==> src/rtl/coin_pkg.sv <==
// coin_pkg
//   Shared definitions for the customer-side coin transmitter:
//   - coin bus codes and the value of each coin in units of 5 bani
//   - rest (change) codes seen from the vending machine
//   - the transmitter FSM state encoding
//   - a helper that maps a rest code to its value in units of 5 bani
package coin_pkg;

  localparam logic [1:0] COIN_NONE = 2'b00;
  localparam logic [1:0] COIN_5    = 2'b01;
  localparam logic [1:0] NOTE_10   = 2'b10;
  localparam logic [1:0] NOTE_50   = 2'b11;

  localparam int UNITS_5  = 1;
  localparam int UNITS_10 = 2;
  localparam int UNITS_50 = 10;

  localparam logic [1:0] REST_NONE = 2'b00;
  localparam logic [1:0] REST_5    = 2'b01;
  localparam logic [1:0] REST_10   = 2'b10;
  localparam logic [1:0] REST_BAD  = 2'b11;

  typedef enum logic [2:0] {
    IDLE  = 3'd0,
    EMIT  = 3'd1,
    GAP   = 3'd2,
    WATCH = 3'd3,
    DONE  = 3'd4
  } state_t;

  // The machine's rest code 11 is not a legal change value, so it is
  // worth nothing and does not count as a response either.
  function automatic logic [1:0] rest_units(input logic [1:0] rest);
    logic [1:0] units;
    units = 2'd0;
    if (rest == REST_5) begin
      units = 2'd1;
    end else if (rest == REST_10) begin
      units = 2'd2;
    end
    return units;
  endfunction

endpackage

==> src/rtl/coin_select.sv <==
// coin_select
//   Greedy coin choice for the remaining payment.
//   Ports:
//     rem        in   remaining amount, units of 5 bani
//     allow_b50  in   50-bani notes may be used
//     code       out  coin bus code to emit next
//     value      out  value of that coin, units of 5 bani
//   When rem is zero the choice is meaningless; the caller never emits then.
module coin_select
  import coin_pkg::*;
#(
  parameter int AMT_W = 6
) (
  input  logic [AMT_W-1:0] rem,
  input  logic             allow_b50,
  output logic [1:0]       code,
  output logic [AMT_W-1:0] value
);

  logic [31:0] rem_wide;

  assign rem_wide = 32'(rem);

  // Largest coin first: a 50-bani note only when allowed, then a 10-bani
  // note whenever two units remain, otherwise a single 5-bani coin.
  always_comb begin
    code  = COIN_5;
    value = AMT_W'(UNITS_5);
    if (allow_b50 && (rem_wide >= 32'(UNITS_50))) begin
      code  = NOTE_50;
      value = AMT_W'(UNITS_50);
    end else if (rem_wide >= 32'(UNITS_10)) begin
      code  = NOTE_10;
      value = AMT_W'(UNITS_10);
    end
  end

endmodule

==> src/rtl/coin_payer.sv <==
// coin_payer
//   Customer-side coin transmitter for the cola vending machine. A payment
//   is broken greedily into coins, each sent as a one-cycle code on the
//   coin bus followed by GAP_CYCLES idle cycles. Afterwards the machine's
//   cola/rest outputs are watched until RESULT_TIMEOUT quiet cycles pass.
//   Ports:
//     clk           in   clock, rising edge
//     reset         in   synchronous active-high reset
//     start         in   one-cycle request, honoured only when idle
//     amount        in   payment, units of 5 bani, latched on start
//     allow_b50     in   50-bani notes allowed, latched on start
//     bani          out  coin bus code (registered)
//     cola_in       in   machine's cola output
//     rest_in       in   machine's rest output
//     busy          out  transaction in progress
//     done          out  one-cycle completion pulse
//     vend_ok       out  a cola was seen during the transaction
//     change_total  out  change received, units of 5 bani (saturating)
//     timeout       out  no response at all was observed
module coin_payer
  import coin_pkg::*;
#(
  parameter int AMT_W          = 6,
  parameter int GAP_CYCLES     = 4,
  parameter int RESULT_TIMEOUT = 16
) (
  input  logic             clk,
  input  logic             reset,
  input  logic             start,
  input  logic [AMT_W-1:0] amount,
  input  logic             allow_b50,
  output logic [1:0]       bani,
  input  logic             cola_in,
  input  logic [1:0]       rest_in,
  output logic             busy,
  output logic             done,
  output logic             vend_ok,
  output logic [AMT_W-1:0] change_total,
  output logic             timeout
);

  state_t           state;
  logic [AMT_W-1:0] rem;
  logic             b50;
  logic [3:0]       gap_cnt;
  logic [7:0]       quiet_cnt;
  logic             seen;

  logic [AMT_W-1:0] sel_rem;
  logic             sel_b50;
  logic [1:0]       sel_code;
  logic [AMT_W-1:0] sel_value;
  logic             activity;
  logic [AMT_W:0]   change_sum;
  logic [AMT_W-1:0] change_next;

  // The coin register is loaded on the edge that enters EMIT, so the code
  // is visible during the EMIT cycle itself. On acceptance the choice is
  // made straight from the incoming amount, later from the remainder.
  always_comb begin
    sel_rem = rem;
    sel_b50 = b50;
    if (state == IDLE) begin
      sel_rem = amount;
      sel_b50 = allow_b50;
    end
  end

  coin_select #(
    .AMT_W(AMT_W)
  ) u_select (
    .rem      (sel_rem),
    .allow_b50(sel_b50),
    .code     (sel_code),
    .value    (sel_value)
  );

  // A response is a cola or a legal change code; the extra top bit of the
  // sum catches overflow so the change total can clamp at all-ones.
  always_comb begin
    activity    = cola_in | (rest_units(rest_in) != 2'd0);
    change_sum  = {1'b0, change_total} + (AMT_W + 1)'(rest_units(rest_in));
    change_next = change_sum[AMT_W-1:0];
    if (change_sum[AMT_W]) begin
      change_next = {AMT_W{1'b1}};
    end
  end

  // Transaction FSM. The remainder is reduced on the same edge that loads
  // the coin, so at GAP expiry a zero remainder means the last coin has
  // already gone out. The machine may answer from the first GAP after the
  // final coin, so observation runs in both GAP and WATCH. The quiet
  // counter ends observation only after RESULT_TIMEOUT silent WATCH cycles.
  always_ff @(posedge clk) begin
    if (reset) begin
      state        <= IDLE;
      rem          <= '0;
      b50          <= 1'b0;
      gap_cnt      <= '0;
      quiet_cnt    <= '0;
      seen         <= 1'b0;
      bani         <= COIN_NONE;
      busy         <= 1'b0;
      done         <= 1'b0;
      vend_ok      <= 1'b0;
      change_total <= '0;
      timeout      <= 1'b0;
    end else begin
      bani <= COIN_NONE;
      done <= 1'b0;

      if ((state == GAP) || (state == WATCH)) begin
        if (cola_in) begin
          vend_ok <= 1'b1;
        end
        if (activity) begin
          seen <= 1'b1;
        end
        change_total <= change_next;
      end

      case (state)
        IDLE: begin
          if (start && (amount != '0)) begin
            rem          <= amount - sel_value;
            b50          <= allow_b50;
            bani         <= sel_code;
            busy         <= 1'b1;
            vend_ok      <= 1'b0;
            change_total <= '0;
            timeout      <= 1'b0;
            seen         <= 1'b0;
            state        <= EMIT;
          end
        end

        EMIT: begin
          gap_cnt <= 4'(GAP_CYCLES);
          state   <= GAP;
        end

        GAP: begin
          if (gap_cnt == 4'd1) begin
            gap_cnt <= '0;
            if (rem == '0) begin
              quiet_cnt <= 8'(RESULT_TIMEOUT);
              state     <= WATCH;
            end else begin
              bani  <= sel_code;
              rem   <= rem - sel_value;
              state <= EMIT;
            end
          end else begin
            gap_cnt <= gap_cnt - 4'd1;
          end
        end

        WATCH: begin
          if (activity) begin
            quiet_cnt <= 8'(RESULT_TIMEOUT);
          end else if (quiet_cnt == 8'd1) begin
            quiet_cnt <= '0;
            timeout   <= ~seen;
            done      <= 1'b1;
            state     <= DONE;
          end else begin
            quiet_cnt <= quiet_cnt - 8'd1;
          end
        end

        DONE: begin
          busy  <= 1'b0;
          state <= IDLE;
        end

        default: begin
          busy  <= 1'b0;
          state <= IDLE;
        end
      endcase
    end
  end

endmodule

==> config.mk <==
export PLATFORM = sky130hd
export DESIGN_NAME = coin_payer
export DESIGN_NICKNAME = d
export VERILOG_FILES = /design/src/rtl/coin_pkg.sv /design/src/rtl/coin_select.sv /design/src/rtl/coin_payer.sv
export SDC_FILE = /design/constraint.sdc
export NUM_CORES = 1
export LEC_CHECK = 0
export CAP_MARGIN = 20
export CORE_MARGIN = 1.5
export CORE_UTILIZATION = 40
export DETAILED_ROUTE_END_ITERATION = 7
export SLEW_MARGIN = 40
export SYNTH_ARGS = -nofsm -noshare
export SYNTH_HDL_FRONTEND = slang
export SYNTH_SLANG_ARGS = --single-unit
==> constraint.sdc <==
create_clock -name clk -period 3.2 [get_ports clk]
set_input_delay 0.64 -clock clk [delete_from_list [all_inputs] [get_ports clk]]
set_output_delay 0.64 -clock clk [all_outputs]
set_load 0.02 [all_outputs]
==> results, run 1 <==
- The net switching share of the total power is a little under a third.
- Summed over all nets, the switching power comes to roughly 0.38 mW.
- Compared with the post-synthesis result, the final layout area differs by 22.1%.
- The worst register-to-register path ends at rem[4].
- The row count is 26.
- The cts-stage hold buffer count is 0.
- Detailed routing inserted a total of between 1500 and 2000 vias.
- Summed over all nets, the half-perimeter wirelength after detailed placement is approximately 3400 um.
- By area the synthesized netlist is led by dfxtp_1, ha_1, nor2_1, a21oi_1, xnor2_1.
- The global-route wire length before repair is approximately 8000 um.
- The peak fanout along the critical path is 4.
- The number of design-rule violations left by the first detailed-router iteration is between 100 and 150.
- At the placement stage, the worst setup path has a slack of about 0.11 ns.
- The post-synth design cell area is about 2100 um2.
- The worst path uses roughly 87% of the clock period.
- Global routing finished with a remaining overflow of 0.
- The number of placed instances with taps included is 342.
- The floorplan step defined a die boundary enclosing 5640 um2.
- Counting along the longest clock path gives a buffer depth of 2.
- The number of enable-type register cells in the synthesized netlist is 0.
- A synthesized cell averages ~8.3 um2.
- The port buffer count is 24.
- The final period demand of the worst path is 2.79 ns.
- The fmax is 358 MHz.
- The most common flop cell mapped by yosys is dfxtp_1.
- The tool flagged a number of max-cap violations equal to 0.
- Entering global routing, the biggest net connects 16 pins.
- IR analysis of the VDD net gives a maximum drop of 236 uV.
- The top cell type by total area after synthesis is dfxtp_1.
- The tree is rooted in a clkbuf_8.
- Headroom to the max-slew limit came out at between 50 and 60%.
- The H-tree depth is 2.
- The clock drives 35 sinks.
- The antenna diode instance count is 0.
- The number of synthesis warnings is 0.
- After synthesis, flip-flops and latches occupy between 30% and 40% of the total area.
- Power spread over the standard cell area amounts to about 500 nW/um2.
- The die span in x is 75.1 um.
- Setup repair after global routing left no endpoint under its margin.
- The worst hold path passes through 2 cells.
- For flop-to-flop paths, the worst setup slack is around 0.54 ns.
- The analysis attributes to cell leakage a power of between 0.9 and 1 nW.
- The category of the most critical setup path is in -> reg.
- Across every metal layer, demand over resource in global routing totals between 10% and 20%.
- The critical path arrival is between 3 and 4 ns.
- The first detailed-routing pass took 4 iterations.
- The total DRC errors in the routed layout is 0.
- The path type of the worst min-delay path is reg -> reg.
- The sequential cell fraction of total power is 40.1%.
- The async set or reset register ratio after synthesis is 0%.
- The number of post-CTS setup repair buffers is 0.
- Synthesis inferred 35 register bits.
- The count of placed standard cells in the final layout, fillers left out is 350.
- The required time of the critical path is ~3.4 ns.
- TritonCTS created 5 clock buffers.
- The number of nets produced by synthesis is between 200 and 300.
- The distinct cell type count after synthesis is a little under 50.
- Across all setup checks in the final design, the least slack found is approximately 0.41 ns.
- For the pin with the worst max-slew slack, the measured transition is about 0.64 ns.
- The total area inside the core boundary comes to roughly 5100 um2.
- The post-route clock skew is 0.00821 ns.
- The TritonCTS clock tree is done.
- The max-slew violation total from the final report came to 0.
- The run finished with clean final reports.
- The internal power of the cells totals around 0.87 mW.
- The fraction of final layout cells with drive strength greater than 1 is between 9 and 10%.
- The number of antenna violations at the first check in global routing is 0.
- Routability-driven placement finished with a final weighted congestion of a little under 0.9.
- The startpoint identified for the worst register-to-register timing path is state[2].
- The via-per-instance ratio is 5.36.
- The via count of the first global-routing pass is 1775.
- The worst min-delay path startpoint is b50.
- After clock tree synthesis, the clock-pin slew on the worst setup and hold paths is approximately 0.07 ns.
- Once the floorplan was initialized, standard cells occupied roughly 41% of the core.
- The die outline height is between 70 and 80 um.
- The final hold violation count is 0.
- The number of top-level pins is 25.
- The hold-critical path endpoint is b50.
- The final setup violation count is 0.
- Counting cells, the worst reg-to-reg path comes to 8.
- The kind of start point of the critical path is a primary input.
- The endpoint class of the critical path is a flop.
- The net count of the finished layout is 305.
- Counting every instance in the synthesized netlist gives 250.
- Summed over all layers, the routed wires come to between 4000 and 5000 um.
- At the later pin of the worst-skew pair, clock insertion delay measures roughly 0.29 ns.
- Once detail routing completed, the nets flagged for antenna violations numbered 0.
- The post-cts repair resize count is 0.
- The fraction of post-synthesis cell area in the top cell type by area is between 30% and 40%.
- The wire length per cell after detailed routing is 13.0 um.
- The clock group share of total power is about 33%.
- The part of the power in combinational logic is a little over a quarter.
- The accumulated negative setup slack is 0 ns.
[through the flow]
step           hold WS [ns]  power [mW]  util, %  area [um2]
6_report              0.461        1.25     50.0        2540
3_5_place_dp          0.454       0.845     47.7        2420
2_1_floorplan         0.436       0.749        -        2080
4_1_cts               0.469        1.27     50.0        2540
5_1_grt               0.503        1.33     50.0        2540
3_3_place_gp          0.450       0.844     47.7        2420
[critical path, cell delays in order]
cell	delay, ns
clkdlybuf4s50_1	0.46
nor4_1	0.30
nand2_1	0.10
nand2_1	0.07
nand2_1	0.12
inv_1	0.11
ha_1	0.22
nor2b_1	0.13
a2111oi_2	0.36
o211a_1	0.22
o2111ai_1	0.12
a31oi_1	0.14
[cell families after synthesis]
group                      share of synthesized area, %
AOI/OAI and AO/OA                                  20.5
xor gates and xnor gates                           4.21
adders and majority gates                          8.54
buffers and inverters                              5.11
DFF                                                33.7
muxes                                              3.01
and+or+nand+nor                                    25.0
[cell usage in the layout (no fill, tap or decap), types with 5 or more instances in the layout]
| master | netlist | routed |
|---|---|---|
| a211oi_1 | 6 | 6 |
| a21oi_1 | 18 | 18 |
| a31oi_1 | 5 | 5 |
| buf_4 | 0 | 8 |
| clkbuf_8 | 0 | 6 |
| clkdlybuf4s50_1 | 0 | 24 |
| dfxtp_1 | 35 | 35 |
| ha_1 | 11 | 11 |
| inv_1 | 16 | 16 |
| nand2_1 | 16 | 16 |
| nand3_1 | 9 | 9 |
| nor2_1 | 30 | 30 |
| nor2b_1 | 5 | 5 |
| nor3_1 | 12 | 12 |
| o21ai_0 | 7 | 7 |
| xnor2_1 | 8 | 8 |
[synthesized netlist by cell type, types with 5 or more instances]
cell type  count
inv_1         16
nor2b_1        5
a211oi_1       6
clkbuf_1       8
dfxtp_1       35
nand2_1       16
xnor2_1        8
o21ai_0        7
nand3_1        9
a21oi_1       18
ha_1          11
nor2_1        30
a31oi_1        5
nor3_1        12
[registers in the layout, indices dropped and copies added (netlist names)]
register and count:
b50 1, bani 2, busy 1, change_total 6
done 1, gap_cnt 4, quiet_cnt 8, rem 6
seen 1, state 3, timeout 1, vend_ok 1
[routing by layer]
metal,global-route usage (%),wire [um]
met5,0,0
met4,5.05,48
met3,4.55,171
met2,31.1,2110
met1,22.4,2230
[power by group through the flow]
| stage | registers, mW | logic [mW] | clock network (mW) |
|---|---|---|---|
| 2_1_floorplan | 0.511 | 0.239 | 0 |
| 3_3_place_gp | 0.513 | 0.332 | 0 |
| 3_5_place_dp | 0.512 | 0.333 | 0 |
| 4_1_cts | 0.502 | 0.335 | 0.433 |
| 5_1_grt | 0.508 | 0.375 | 0.448 |
| 6_report | 0.503 | 0.332 | 0.419 |
[layout make-up]
type / instances / area (um2)
clock buffers: 6 / 82.6
clock inverters: 2 / 35.0
fillers: 520 / 2540
inverters: 16 / 60.1
multi-input cells: 189 / 1270
flip-flops and latches: 35 / 701
well taps: 70 / 87.6
repair buffers: 32 / 300
[how the worst max path moves through the flow]
stage	from	end	slack (ns)	cells past startpoint
6_report	amount[5]	rem[5]	0.41	12
5_1_grt	amount[5]	rem[5]	0.16	12
4_1_cts	amount[5]	rem[5]	0.42	12
3_5_place_dp	amount[5]	rem[5]	0.11	12
3_3_place_gp	amount[4]	rem[5]	0.21	12
2_1_floorplan	state[0]	rem[5]	0.65	10
Power figures use the tool's default switching activity.
==> inputs of run 2 (changes only) <==
CTS_CLUSTER_SIZE = 8   (was default)
==> results of run 2 <==
No change in the layout: final DEF, timing and power equal those of run 1.
==> inputs of run 3 (changes only) <==
ABC_CLOCK_PERIOD_IN_PS = 3200   (was default)
CORE_UTILIZATION = 35   (was 40)
==> results, run 3 (synthesized netlist as in run 1, its figures left out) <==
- The worst voltage drop across the vdd grid is 201 uV (-15%).
- The number of design-rule violations left by the first detailed-router iteration came to 81 (-20%).
- The net switching share of the total power came to 33.6% (+3.2 points).
- The TritonCTS sink count is 35 (unchanged).
- The cts-stage hold buffer count is 0 (unchanged).
- The number of antenna violations at the first check in global routing is 0 (unchanged).
- The global routing usage summed across all routing layers came to 16.3% (-1.8 points).
- The routed wire length is 4860 um (+6.5%).
- The net switching power came to 0.391 mW (+2.6%).
- The clock group share of total power is 27.6% (-5.8 points).
- Setup repair after global routing left no endpoint under its margin.
- The signed area change from the synthesized netlist to the final layout is 21.0%.
- The global-route wire length before repair is 8070 um (+2.1%).
- The worst stage delay on the critical path is 0.46 ns (about the same).
- The logic depth of the worst path, buffers included is 9 (-3).
- The measured slew at the worst slew-check pin is 0.636 ns (-0.00287 ns).
- The die outline area came to 6410 um2 (+14%).
- The static leakage is 0.958 nW (-1.5%).
- The global routing met2 resource utilization is 26.0% (-5.1 points).
- The run finished with clean final reports.
- The core region area was 5610 um2 (+11%).
- The global-route track usage on met1 is 21.1% (-1.3 points).
- The total CTS buffers was 5 (unchanged).
- The die span in x is 80.1 um (+6.6%).
- The number of cells on the worst hold path was 2 (unchanged).
- STA classifies the critical path endpoint as a flop.
- In this run the worst hold path is classified as reg -> reg.
- The worst max-slew margin expressed relative to the limit came to 57.5% (+0.30 points).
- The total DRC errors in the routed layout is 0 (unchanged).
- The final weighted congestion in routability-driven placement came to 0.918 (+4.6%).
- The maximum count of clock buffers along a single path is 2 (unchanged).
- The port buffer count is 24 (unchanged).
- The cell type group with the largest total delay on the critical path is simple AND/OR/NAND/NOR gates.
- The number of post-CTS setup repair buffers is 0 (unchanged).
- The number of antenna-violating nets in the routed design is 0 (unchanged).
- The total power per unit cell area is 463 nW/um2 (-6.3%).
- TritonCTS built the clock tree.
- The share of the clock period used by the worst path is 87.8% (+0.50 points).
- In the layout the commonest cells are dfxtp_1, nor2_1, clkdlybuf4s50_1.
- The category of the most critical setup path is in -> reg.
- The post-route clock skew is 0.0109 ns (+0.00271 ns).
- The max-cap violation count came to 0 (unchanged).
- The net count of the finished layout is 306 (+0.33%).
- The wire length per cell after detailed routing came to 13.8 um (+5.6%).
- The required time of the critical path is 3.42 ns (about the same).
- Leaving out fill and tap cells, the most frequent cell in the layout is dfxtp_1.
- The final setup violation count was 0 (unchanged).
- The via count of the first global-routing pass is 1741 (-1.9%).
- The register with the most flip-flops in the final layout is quiet_cnt.
- The signal on the critical path passes through clkdlybuf4s50_1 -> or3_1 -> a32o_1 -> nand3_1 -> ha_1 -> inv_1 -> a21oi_1 -> or4b_1 -> a31oi_1.
- The final period demand of the worst path came to 2.81 ns (+0.0161 ns).
- The critical path arrival is 3.03 ns (+0.02 ns).
- The row count is 27 (+3.8%).
- The final hold violation count is 0 (unchanged).
- The part of the power in combinational logic was 29.1% (+2.6 points).
- The count of TritonRoute iterations in the first routing pass was 4 (unchanged).
- In this run the clock root is driven by a clkbuf_8.
- The largest net degree at the start of global routing is 14 (-2).
- The die outline height is 80.1 um (+6.6%).
- The largest registers in the layout are quiet_cnt: 8 flops, change_total: 6 flops, rem: 6 flops.
- The post-layout utilization of the core is 44.9% (-5.2 points).
- The antenna diode instance count is 0 (unchanged).
- The peak fanout along the critical path is 4 (unchanged).
- The worst setup path is launched from a primary input.
- The max-slew violation total from the final report is 0 (unchanged).
- The accumulated negative setup slack is 0 ns (unchanged).
- The global routing stage identified its most utilized layer as met2.
- The clock transition at the registers of the reported paths was 0.07 ns (about the same).
- The number of top-level pins is 25 (unchanged).
- The via-per-instance ratio is 5.20 (-3.0%).
- The clock latency on the worst-skew pair is 0.29 ns (about the same).
- The met3 global-route usage was 3.41% (-1.1 points).
- The post-cts repair resize count came to 0 (unchanged).
- The fmax is 356 MHz (-0.57%).
- The detailed-placement wirelength estimate came to 3570 um (+6.2%).
- The flip-flop count of the largest register, all copies and words added came to 8 (unchanged).
- The total congestion overflow is 0 (unchanged).
- The total number of vias is 1834 (-2.2%).
- The sequential cell fraction of total power is 43.3% (+3.2 points).
- The smallest hold slack was 0.458 ns (-0.00320 ns).
- The slowest cell on the critical path is clkdlybuf4s50_1.
- The buffers plus inverters on the worst setup path is 2 (unchanged).
- The worst reg-to-reg path cell count came to 9 (+1).
- The internal power is 0.773 mW (-11%).
- The fraction of final layout cells with drive strength greater than 1 is 9.25% (-0.033 points).
- The H-tree depth is 2 (unchanged).
- The initial standard-cell utilization of the core is 37.1% (-3.9 points).
run 3: cell types whose count changed in the layout (fill, tap and decap cells not counted):
cell / before / now
clkinvlp_4: 0 / 1
clkbuf_1: 0 / 1
bufinv_16: 1 / 0
clkbuf_8: 6 / 5
buf_4: 8 / 9
run 3: layout make-up:
type	instances	area, um2
Timing Repair Buffer	33	308
Sequential cell	35	701
Tap cell	72	90.1
Inverter	16	60.1
Clock buffer	6	72.6
Fill cell	575	3090
Clock inverter	2	12.5
Multi-Input combinational cell	189	1270
run 3: through the flow:
stage          setup WS (ns)  std cells  power, mW  area [um2]
6_report               0.390        353       1.16        2520
5_1_grt                0.213        353       1.24        2520
2_1_floorplan          0.650        250      0.749        2080
3_3_place_gp          0.0873        345      0.854        2430
3_5_place_dp          0.0898        345      0.852        2430
4_1_cts                0.407        353       1.18        2520
run 3: path summary, 6_finish.rpt:
| path | startpoint | to | slack [ns] |
|---|---|---|---|
| worst max-delay path | amount[5] | rem[4] | 0.39 |
| worst min-delay path | b50 | b50 | 0.46 |
| worst max register to register | state[1] | rem[5] | 0.48 |
| worst min register to register | b50 | b50 | 0.46 |
run 3: metal layers:
metal / up-vias / part of all wire [%]
met2: 33 / 46
met3: 9 / 3.4
met1: 842 / 49
li1: 950 / -
met4: 0 / 1.7
met5: - / 0
run 3: worst reg2reg max path, stage by stage (launching register included):
cell       delay [ns]
dfxtp_1          0.34
buf_4            0.16
or3b_1           0.51
mux2_2           0.34
ha_1             0.29
nor2b_1          0.14
a2111oi_2        0.39
o211a_1          0.22
o2111ai_1        0.11
a31oi_1          0.13
run 3: power groups by stage:
stage | Combinational [mW] | Sequential [mW] | Clock (mW)
2_1_floorplan | 0.239 | 0.511 | 0
3_3_place_gp | 0.340 | 0.514 | 0
3_5_place_dp | 0.338 | 0.514 | 0
4_1_cts | 0.339 | 0.504 | 0.334
5_1_grt | 0.378 | 0.509 | 0.353
6_report | 0.339 | 0.504 | 0.322
